**src/rtl/uart_pkg.sv**
```systemverilog
// Shared definitions for the 8N1 UART: register map, STATUS bit positions,
// the common TX/RX state type and the divisor clamp.
package uart_pkg;

  localparam logic [1:0] UART_DATA   = 2'd0;
  localparam logic [1:0] UART_STATUS = 2'd1;
  localparam logic [1:0] UART_DIVLO  = 2'd2;
  localparam logic [1:0] UART_DIVHI  = 2'd3;

  localparam int ST_TX_READY = 0;
  localparam int ST_RX_VALID = 1;
  localparam int ST_OVERRUN  = 2;
  localparam int ST_FERR     = 3;
  localparam int ST_TX_BUSY  = 4;
  localparam int ST_TX_IE    = 7;

  typedef enum logic [1:0] {IDLE, START, DATA, STOP} uart_state_e;

  // Bit periods below two cycles would leave no room for a mid-bit sample.
  function automatic logic [15:0] eff_period(input logic [15:0] div);
    return (div < 16'd2) ? 16'd2 : div;
  endfunction

endpackage

```
**src/rtl/uart_baudgen.sv**
```systemverilog
// Loadable bit-period down-counter; emits either the end-of-period or the
// mid-period tick, chosen per instance.
module uart_baudgen
  import uart_pkg::*;
#(
  parameter bit HALF = 1'b0
) (
  input  logic        clk,
  input  logic        reset,
  input  logic        restart,
  input  logic [15:0] div,
  output logic        tick
);

  logic [15:0] cnt_q, cnt_d;
  logic [15:0] per_q, per_d;
  logic        full_hit, half_hit;

  always_comb begin
    full_hit = (cnt_q == 16'd0);
    half_hit = (cnt_q == {1'b0, per_q[15:1]});
    tick     = HALF ? half_hit : full_hit;
    per_d    = per_q;
    cnt_d    = cnt_q - 16'd1;
    // The divisor is only picked up here, so a running bit is never shortened.
    if (restart || full_hit) begin
      per_d = eff_period(div);
      cnt_d = per_d - 16'd1;
    end
  end

  always_ff @(posedge clk) begin
    if (reset) begin
      cnt_q <= 16'd0;
      per_q <= 16'd2;
    end else begin
      cnt_q <= cnt_d;
      per_q <= per_d;
    end
  end

endmodule

```
**src/rtl/uart_8n1.sv**
```systemverilog
// Memory-mapped 8N1 UART: one TX holding byte feeding a shifter, one RX byte,
// run-time 16-bit baud divisor and a level interrupt.
module uart_8n1
  import uart_pkg::*;
#(
  parameter logic [15:0] DIVRESET = 16'd208
) (
  input  logic       clk,
  input  logic       reset,
  input  logic [1:0] addr,
  input  logic [7:0] wdata,
  input  logic       wr,
  input  logic       rd,
  output logic [7:0] rdata,
  output logic       txd,
  input  logic       rxd,
  output logic       irq
);

  logic [15:0] div_q, div_d;
  logic        tx_ie_q, tx_ie_d;
  logic [7:0]  hold_q, hold_d;
  logic        hold_full_q, hold_full_d;
  uart_state_e tx_state_q, tx_state_d;
  logic [7:0]  tx_shift_q, tx_shift_d;
  logic [2:0]  tx_idx_q, tx_idx_d;
  logic        txd_q, txd_d;
  logic        rx_meta_q, rx_sync_q, rx_prev_q;
  uart_state_e rx_state_q, rx_state_d;
  logic [7:0]  rx_shift_q, rx_shift_d;
  logic [2:0]  rx_idx_q, rx_idx_d;
  logic        rx_bad_q, rx_bad_d;
  logic [7:0]  rx_buf_q, rx_buf_d;
  logic        rx_valid_q, rx_valid_d;
  logic        overrun_q, overrun_d;
  logic        ferr_q, ferr_d;
  logic        tx_restart, tx_tick, rx_restart, rx_tick;
  logic        rx_done, rx_err, status_wr, data_rd;

  uart_baudgen #(.HALF(1'b0)) u_tx_baud (
    .clk(clk), .reset(reset), .restart(tx_restart), .div(div_q), .tick(tx_tick)
  );

  uart_baudgen #(.HALF(1'b1)) u_rx_baud (
    .clk(clk), .reset(reset), .restart(rx_restart), .div(div_q), .tick(rx_tick)
  );

  always_comb begin
    div_d       = div_q;
    tx_ie_d     = tx_ie_q;
    hold_d      = hold_q;
    hold_full_d = hold_full_q;
    tx_state_d  = tx_state_q;
    tx_shift_d  = tx_shift_q;
    tx_idx_d    = tx_idx_q;
    txd_d       = txd_q;
    rx_state_d  = rx_state_q;
    rx_shift_d  = rx_shift_q;
    rx_idx_d    = rx_idx_q;
    rx_bad_d    = rx_bad_q;
    rx_buf_d    = rx_buf_q;
    rx_valid_d  = rx_valid_q;
    overrun_d   = overrun_q;
    ferr_d      = ferr_q;
    tx_restart  = 1'b0;
    rx_restart  = 1'b0;
    rx_done     = 1'b0;
    rx_err      = 1'b0;
    status_wr   = wr && (addr == UART_STATUS);
    data_rd     = rd && (addr == UART_DATA) && rx_valid_q;

    if (wr && addr == UART_DIVLO) div_d[7:0]  = wdata;
    if (wr && addr == UART_DIVHI) div_d[15:8] = wdata;
    if (status_wr) tx_ie_d = wdata[ST_TX_IE];
    if (wr && addr == UART_DATA && !hold_full_q) begin
      hold_d      = wdata;
      hold_full_d = 1'b1;
    end

    case (tx_state_q)
      IDLE: if (hold_full_q) begin
        tx_state_d = START;
        txd_d      = 1'b0;
        tx_restart = 1'b1;
      end
      // The holding byte moves to the shifter at the end of the start bit.
      START: if (tx_tick) begin
        tx_shift_d  = hold_q;
        hold_full_d = 1'b0;
        txd_d       = hold_q[0];
        tx_idx_d    = 3'd0;
        tx_state_d  = DATA;
      end
      DATA: if (tx_tick) begin
        if (tx_idx_q == 3'd7) begin
          tx_state_d = STOP;
          txd_d      = 1'b1;
        end else begin
          tx_shift_d = {1'b0, tx_shift_q[7:1]};
          txd_d      = tx_shift_q[1];
          tx_idx_d   = tx_idx_q + 3'd1;
        end
      end
      STOP: if (tx_tick) begin
        tx_state_d = hold_full_q ? START : IDLE;
        txd_d      = !hold_full_q;
      end
      default: tx_state_d = IDLE;
    endcase

    case (rx_state_q)
      IDLE: if (rx_prev_q && !rx_sync_q) begin
        rx_state_d = START;
        rx_restart = 1'b1;
        rx_bad_d   = 1'b0;
      end
      START: if (rx_tick) begin
        rx_state_d = rx_sync_q ? IDLE : DATA;
        rx_idx_d   = 3'd0;
      end
      DATA: if (rx_tick) begin
        rx_shift_d = {rx_sync_q, rx_shift_q[7:1]};
        rx_idx_d   = rx_idx_q + 3'd1;
        if (rx_idx_q == 3'd7) rx_state_d = STOP;
      end
      STOP: begin
        // After a framing error, hold off until the line is back high.
        if (rx_bad_q) begin
          if (rx_sync_q) begin
            rx_bad_d   = 1'b0;
            rx_state_d = IDLE;
          end
        end else if (rx_tick) begin
          if (rx_sync_q) begin
            rx_done    = 1'b1;
            rx_state_d = IDLE;
          end else begin
            rx_err   = 1'b1;
            rx_bad_d = 1'b1;
          end
        end
      end
      default: rx_state_d = IDLE;
    endcase

    if (status_wr && wdata[ST_OVERRUN]) overrun_d = 1'b0;
    if (status_wr && wdata[ST_FERR])    ferr_d    = 1'b0;
    if (rx_err) ferr_d = 1'b1;
    if (rx_done) begin
      rx_buf_d   = rx_shift_q;
      rx_valid_d = 1'b1;
      if (rx_valid_q && !data_rd) overrun_d = 1'b1;
    end else if (data_rd) begin
      rx_valid_d = 1'b0;
    end
  end

  always_ff @(posedge clk) begin
    if (reset) begin
      div_q       <= DIVRESET;
      tx_ie_q     <= 1'b0;
      hold_q      <= 8'd0;
      hold_full_q <= 1'b0;
      tx_state_q  <= IDLE;
      tx_shift_q  <= 8'd0;
      tx_idx_q    <= 3'd0;
      txd_q       <= 1'b1;
      rx_meta_q   <= 1'b1;
      rx_sync_q   <= 1'b1;
      rx_prev_q   <= 1'b1;
      rx_state_q  <= IDLE;
      rx_shift_q  <= 8'd0;
      rx_idx_q    <= 3'd0;
      rx_bad_q    <= 1'b0;
      rx_buf_q    <= 8'd0;
      rx_valid_q  <= 1'b0;
      overrun_q   <= 1'b0;
      ferr_q      <= 1'b0;
    end else begin
      div_q       <= div_d;
      tx_ie_q     <= tx_ie_d;
      hold_q      <= hold_d;
      hold_full_q <= hold_full_d;
      tx_state_q  <= tx_state_d;
      tx_shift_q  <= tx_shift_d;
      tx_idx_q    <= tx_idx_d;
      txd_q       <= txd_d;
      rx_meta_q   <= rxd;
      rx_sync_q   <= rx_meta_q;
      rx_prev_q   <= rx_sync_q;
      rx_state_q  <= rx_state_d;
      rx_shift_q  <= rx_shift_d;
      rx_idx_q    <= rx_idx_d;
      rx_bad_q    <= rx_bad_d;
      rx_buf_q    <= rx_buf_d;
      rx_valid_q  <= rx_valid_d;
      overrun_q   <= overrun_d;
      ferr_q      <= ferr_d;
    end
  end

  always_comb begin
    case (addr)
      UART_DATA:   rdata = rx_buf_q;
      UART_STATUS: rdata = {tx_ie_q, 2'b00, (tx_state_q != IDLE), ferr_q,
                            overrun_q, rx_valid_q, !hold_full_q};
      UART_DIVLO:  rdata = div_q[7:0];
      default:     rdata = div_q[15:8];
    endcase
  end

  assign txd = txd_q;
  assign irq = rx_valid_q | (!hold_full_q & tx_ie_q);

endmodule
```
**config.mk**
```make
export PLATFORM = sky130hd
export DESIGN_NAME = uart_8n1
export DESIGN_NICKNAME = d
export VERILOG_FILES = /design/src/rtl/uart_pkg.sv /design/src/rtl/uart_baudgen.sv /design/src/rtl/uart_8n1.sv
export SDC_FILE = /design/constraint.sdc
export NUM_CORES = 1
export LEC_CHECK = 0
export ABC_AREA = 1
export BUFFER_PORTS_ARGS = -buffer_cell sky130_fd_sc_hd__buf_4
export CAP_MARGIN = 15
export CELL_PAD_IN_SITES_DETAIL_PLACEMENT = 1
export CELL_PAD_IN_SITES_GLOBAL_PLACEMENT = 2
export CORE_ASPECT_RATIO = 1.75
export CORE_UTILIZATION = 36
export CTS_BUF_LIST = sky130_fd_sc_hd__clkbuf_8
export DETAILED_ROUTE_END_ITERATION = 8
export PLACE_DENSITY_LB_ADDON = 0.3
export SYNTH_ARGS = -nofsm -noshare
export SYNTH_HDL_FRONTEND = slang
export SYNTH_SLANG_ARGS = --single-unit
```
**constraint.sdc**
```tcl
create_clock -name clk -period 2.2 [get_ports clk]
set_clock_uncertainty 0.1 [all_clocks]
set_input_delay 0.11 -clock clk [delete_from_list [all_inputs] [get_ports clk]]
set_output_delay 0.11 -clock clk [all_outputs]
set_load 0.01 [all_outputs]
```
### Word-level counts from Yosys, hierarchy flattened

Index checks and enable logic that the tools add are counted.

* bits in registers: 116
* output and inout bits: 10

* add/subtract/negate cells: 5
* magnitude comparators: 1
* eq/ne operators: 23
* muxes and demuxes: 62
* bitwise operators: 2
* reductions and logical operators: 34

Operators with widths (count)
* two-way mux 16 bit: 3
* subtractor 16 x 1 -> 16 bit (second input constant): 3
* zero test 16 bit: 2
* two-way mux 1 bit: 30
* two-way mux 2 bit: 13
* two-way mux 8 bit: 3
* one-hot mux 8 bit (3 select lines): 1
* != test 2 bit (second input constant): 10
* == test 16 x 15 -> 1 bit: 1
* less-than comparator 16 x 2 -> 1 bit (second input constant): 1
* one-hot mux 2 bit (4 select lines): 2
* one-hot mux 8 bit (2 select lines): 1
* two-way mux 3 bit: 5
* == test 2 bit (second input constant): 6
* one-hot mux 3 bit (2 select lines): 2
* nonzero test 2 bit: 6
* logical AND 1 bit: 11
* AND reduction 5 bit: 2
* AND reduction 4 bit: 2
* adder 3 x 1 -> 3 bit (second input constant): 2
* == test 2 x 1 -> 1 bit (second input constant): 3
* == test 3 bit (second input constant): 2
* zero test 2 bit: 3
* one-hot mux 1 bit (4 select lines): 1
* 8 further kinds: 12

### Longest topological paths before layout

* word-level depth: 7
* depth in mapped cells: 13

### Modules after synthesis

From an unflattened synthesis, not the netlist that was laid out.

* cells, all modules: 868
* area, all modules: 6008.3 sq um

Modules (own cells, without submodules)
* uart_8n1: times used 1, cells an instance 396, area an instance 2947.8 sq um, sequential area each 1341.3 sq um
* uart_baudgen at u_rx_baud: times used 1, cells an instance 271, area an instance 1845.5 sq um, sequential area each 620.6 sq um
* uart_baudgen at u_tx_baud: times used 1, cells an instance 201, area an instance 1214.9 sq um, sequential area each 320.3 sq um

### Worst setup path after synthesis

No wires, ideal clock.

* path kind: reg2reg
* start: register div_q[8]
* end: register u_rx_baud.cnt_q[12]
* library setup time: 0.116 ns
* arrival time: 1.803 ns
* path slack: 0.182 ns
* cell stages (with the launch flop): 13
* buffers on the path: 0
* cells stage by stage: dfxtp_1 > nor2_1 > nand2_1 > nor2_1 > nand2_1 > nand2_1 > ha_1 > nand2_1 > nor2_1 > nand3_1 > xor2_1 > o21ai_0 > nor2_1

* longest elaborated chain between the ends: 4

Ends and longest elaborated chain
* start: declaration: line uart_8n1.sv:20 `logic [15:0] div_q, div_d;`
* start signal: assignment: line uart_8n1.sv:180 `div_q <= div_d;`
* less-than comparator 16 x 2 -> 1 bit: line uart_pkg.sv:21 `return (div < 16'd2) ? 16'd2 : div;`
* two-way mux 16 bit (*): line uart_pkg.sv:21
* subtractor 16 x 1 -> 16 bit (*): line uart_baudgen.sv:28 `cnt_d = per_d - 16'd1;`
* two-way mux 16 bit (*): line uart_baudgen.sv:26 `if (restart || full_hit) begin`
* end signal: assignment: line uart_baudgen.sv:37 `cnt_q <= cnt_d;`
* end: declaration: line uart_baudgen.sv:15 `logic [15:0] cnt_q, cnt_d;`

Every way passes the cells marked *; elsewhere a longest branch is shown, timed or not.
A chain may end at the register's enable or synchronous reset.

### Worst setup path in the final report

* start: register div_q[7]
* end: register u_rx_baud.cnt_q[12]

The elaborated chain is that of the path after synthesis.

==> impl_results.md <==
- Count of different cell masters after synthesis: 37
- Die X: ~99 um
- Largest net degree at the start of global routing: 56
- Global-route wire length before repair: approximately 31 mm
- Final GP Congestion: slightly below 0.9
- Status: finished, final reports clean
- IO buf count: 24
- Rows: slightly above 60
- I/O pins: 25
- Crit-path slowest cell: dfxtp_2
- Crit share post-route: 92.6%
- WL final: around 19 mm
- Setup crit end kind: flop
- Clock buffer depth: 2
- HP Class: input pin to flop
- Initial drt markers: 170
- TNS Setup: 0 ns
- Total power: 0.00739 W
- Lkg Pwr: about 3.1 nW
- Final setup fails: 0
- Share of layout cells above drive strength 1: a little over an eighth
- Clock Latency Late Sink: approximately 0.44 ns
- Crit Path Category: flop to flop
- Antenna-violating nets left: 0
- Achievable Freq: slightly below 500 MHz
- Tmin final: roughly 2 ns
- Total clock buffers created by CTS: 17
- CTS tree: yes
- Seq. cell area: 0.00229 mm^2
- Number of remaining DRC errors: 0
- Cells after DPL: around 1,100
- Setup Fix Bufs, Post-CTS: 0
- Post-Layout Inst Area: 0.00693 mm^2
- Worst path cell trace: nor2_2, nand2_1, nor2_2, nand2_2, nand2_1, ha_1, nand2_2, nor2_4, nand3_1, xor2_2, o21ai_0, nor2_1
- RSZ-0062 raised after global routing: false
- Multi-input logic area: 0.00305 mm^2
- Slew HR: 62.2%
- Setup WS pre-CTS: -0.00333 ns
- Die area: 0.0168 mm^2
- Syn Area/Cell: about 6.7 um^2
- Core area: around 0.016 mm^2
- CP arrival: 2.27 ns
- Sequential area share after synthesis: approximately 39%
- # diodes: 0
- Initial Util: 36.8%
- Worst-path clk slew: about 0.080 ns
- CTS Root Buffer Type: clkbuf_8
- Yosys reg bits: about 110
- Synth warnings: 0
- Non-filler cells, final: 1,129
- HPWL after DPL: between 10 and 15 mm
- VDD IR-drop max: around 390 uV
- Final WS setup: between 0.15 and 0.2 ns
- Total GRT Usage: a little under a quarter
- Initial antenna violation count: 0
- Final Max Tran Viols: 0
- Max cap viols: 0
- Cell Area, Placed: 0.00636 mm^2
- Critical Path Source Type: flop
- Synth Cell Area: slightly below 0.006 mm^2
- Congestion Overflow GR: 0
- Die H: around 170 um
- Fill cells: 2,092
- Max H-tree Level: 4
- Vias in the first global route: about 6,000
- Num Clock Sinks: roughly 110
- Router iterations before antenna repair: 4
- Cells after synthesis: 875
- Routed len/inst: between 15 and 20 um
- Final #Nets: around 950
- WP data required: between 2 and 2.5 ns
- Via count: between 5,000 and 6,000
- Power Dens Cells: approximately 1100 mW/mm^2
- Worst-path maximum fanout: 4
- Crit-path max cell delay: 0.35 ns
- Syn nets: about 900
- Fin. Hold Viols: 0
- Worst Max-Slew Pin Slew: around 0.57 ns
- Area delta synth->final: 18.1%
- Vias per std cell: between 5 and 6
## metrics by stage
stage | utilization [%] | hold slack, ns
floorplan | - | 0.114
global placement | 39.9 | 0.198
detailed placement | 39.9 | 0.198
CTS | 43.0 | 0.145
global route | 43.4 | 0.204
finish | 43.4 | 0.175
## cell type report
class	instances	area share (%)
Multi-Input combinational cell	610	44.1
Sequential cell	114	33.0
Timing Repair Buffer	59	7.37
Inverter	124	6.79
Clock buffer	18	3.57
Tap cell	189	3.41
Clock inverter	14	1.72
Timing Repair inverter	1	0.108
## cell families after synthesis
kind of cell    after synthesis  share of synthesized area (%)
flops                       114                           38.9
compound gates              196                           17.9
simple gates                375                           26.5
xor+xnor                     27                           4.03
buf+inv                     151                           10.2
fa+ha+maj                    12                           2.56
## power by group
part	switching [W]	total, W	internal [W]
clock	0.00101	0.00185	0.000840
combinational	0.00177	0.00277	0.000996
sequential	0.000353	0.00278	0.00242
## cell usage after synthesis
cell | n | area share (%)
a211oi_1 | 4 | 0.51
a21oi_1 | 79 | 6.7
a221oi_1 | 2 | 0.30
a31oi_1 | 2 | 0.21
buf_1 | 1 | 0.064
buf_2 | 7 | 0.60
buf_4 | 4 | 0.51
buf_6 | 1 | 0.19
clkbuf_1 | 14 | 0.90
clkinv_1 | 2 | 0.13
clkinv_2 | 1 | 0.085
dfxtp_1 | 114 | 39
ha_1 | 12 | 2.6
inv_1 | 107 | 6.8
inv_2 | 14 | 0.90
nand2_1 | 177 | 11
nand2_2 | 4 | 0.43
nand2_4 | 1 | 0.19
nand3_1 | 42 | 3.6
nand3b_1 | 1 | 0.13
nand4_1 | 6 | 0.64
nor2_1 | 122 | 7.8
nor2_2 | 4 | 0.43
nor2_4 | 3 | 0.58
nor3_1 | 12 | 1.0
nor3b_1 | 1 | 0.13
o211a_1 | 2 | 0.34
o211ai_1 | 7 | 0.90
o21a_1 | 2 | 0.26
o21ai_0 | 83 | 7.1
o21ai_1 | 8 | 0.68
o221ai_1 | 2 | 0.30
o22ai_1 | 4 | 0.43
o31ai_1 | 1 | 0.13
or2_2 | 2 | 0.21
xnor2_1 | 2 | 0.30
xor2_1 | 25 | 3.7
## placed cells by master, fill, tap and decap left out, drive strengths merged, types with 18 or more instances in the layout
| cell | synthesis | layout |
|---|---|---|
| nand3 | 42 | 42 |
| o21ai | 91 | 91 |
| xor2 | 25 | 25 |
| dfxtp | 114 | 114 |
| buf | 13 | 47 |
| inv | 121 | 129 |
| a21oi | 79 | 79 |
| nor2 | 129 | 129 |
| clkbuf | 14 | 18 |
| nand2 | 182 | 182 |
## sequential cells by signal, summed over array words and instances, names as in the netlist, 2 cells and up, named ones only
register	flops
tx_shift_q	7
tx_state_q	2
rx_idx_q	3
u_tx_baud.cnt_q	16
tx_idx_q	3
u_rx_baud.cnt_q	16
u_rx_baud.per_q	15
hold_q	8
rx_shift_q	8
rx_buf_q	8
div_q	16
## final timing paths
check,start,to,slack (ns),cells past startpoint
setup / recovery,div_q[7],u_rx_baud.cnt_q[12],0.16,12
setup reg to reg,div_q[7],u_rx_baud.cnt_q[12],0.16,12
hold reg to reg,rx_meta_q,rx_sync_q,0.33,1
hold / removal,addr[0],div_q[4],0.18,6
## worst max-delay path, delay by kind of cell (launching register included)
family                   cells  cell delay (ns)
AND/OR/NAND/NOR              9             0.97
flip-flops                   1             0.35
adder cells (fa/ha/maj)      1             0.19
XOR/XNOR                     1             0.17
AO/OA/AOI/OAI                1             0.15
## repair_timing
action,CTS,global route
endpoints found under the hold margin,34,0
hold buffers,12,0
gates cloned,0,1
endpoints found under the setup margin,2,21
gates resized for setup,2,18
## routing by layer
| metal | part of all wire (%) | up-vias | global-route usage (%) |
|---|---|---|---|
| met5 | 0 | - | 0 |
| met4 | 3.9 | 0 | 11.6 |
| met3 | 2.2 | 37 | 3.35 |
| met2 | 56 | 83 | 45.9 |
| met1 | 38 | 2836 | 24.8 |
| li1 | - | 2904 | - |
Power figures use the tool's default switching activity.
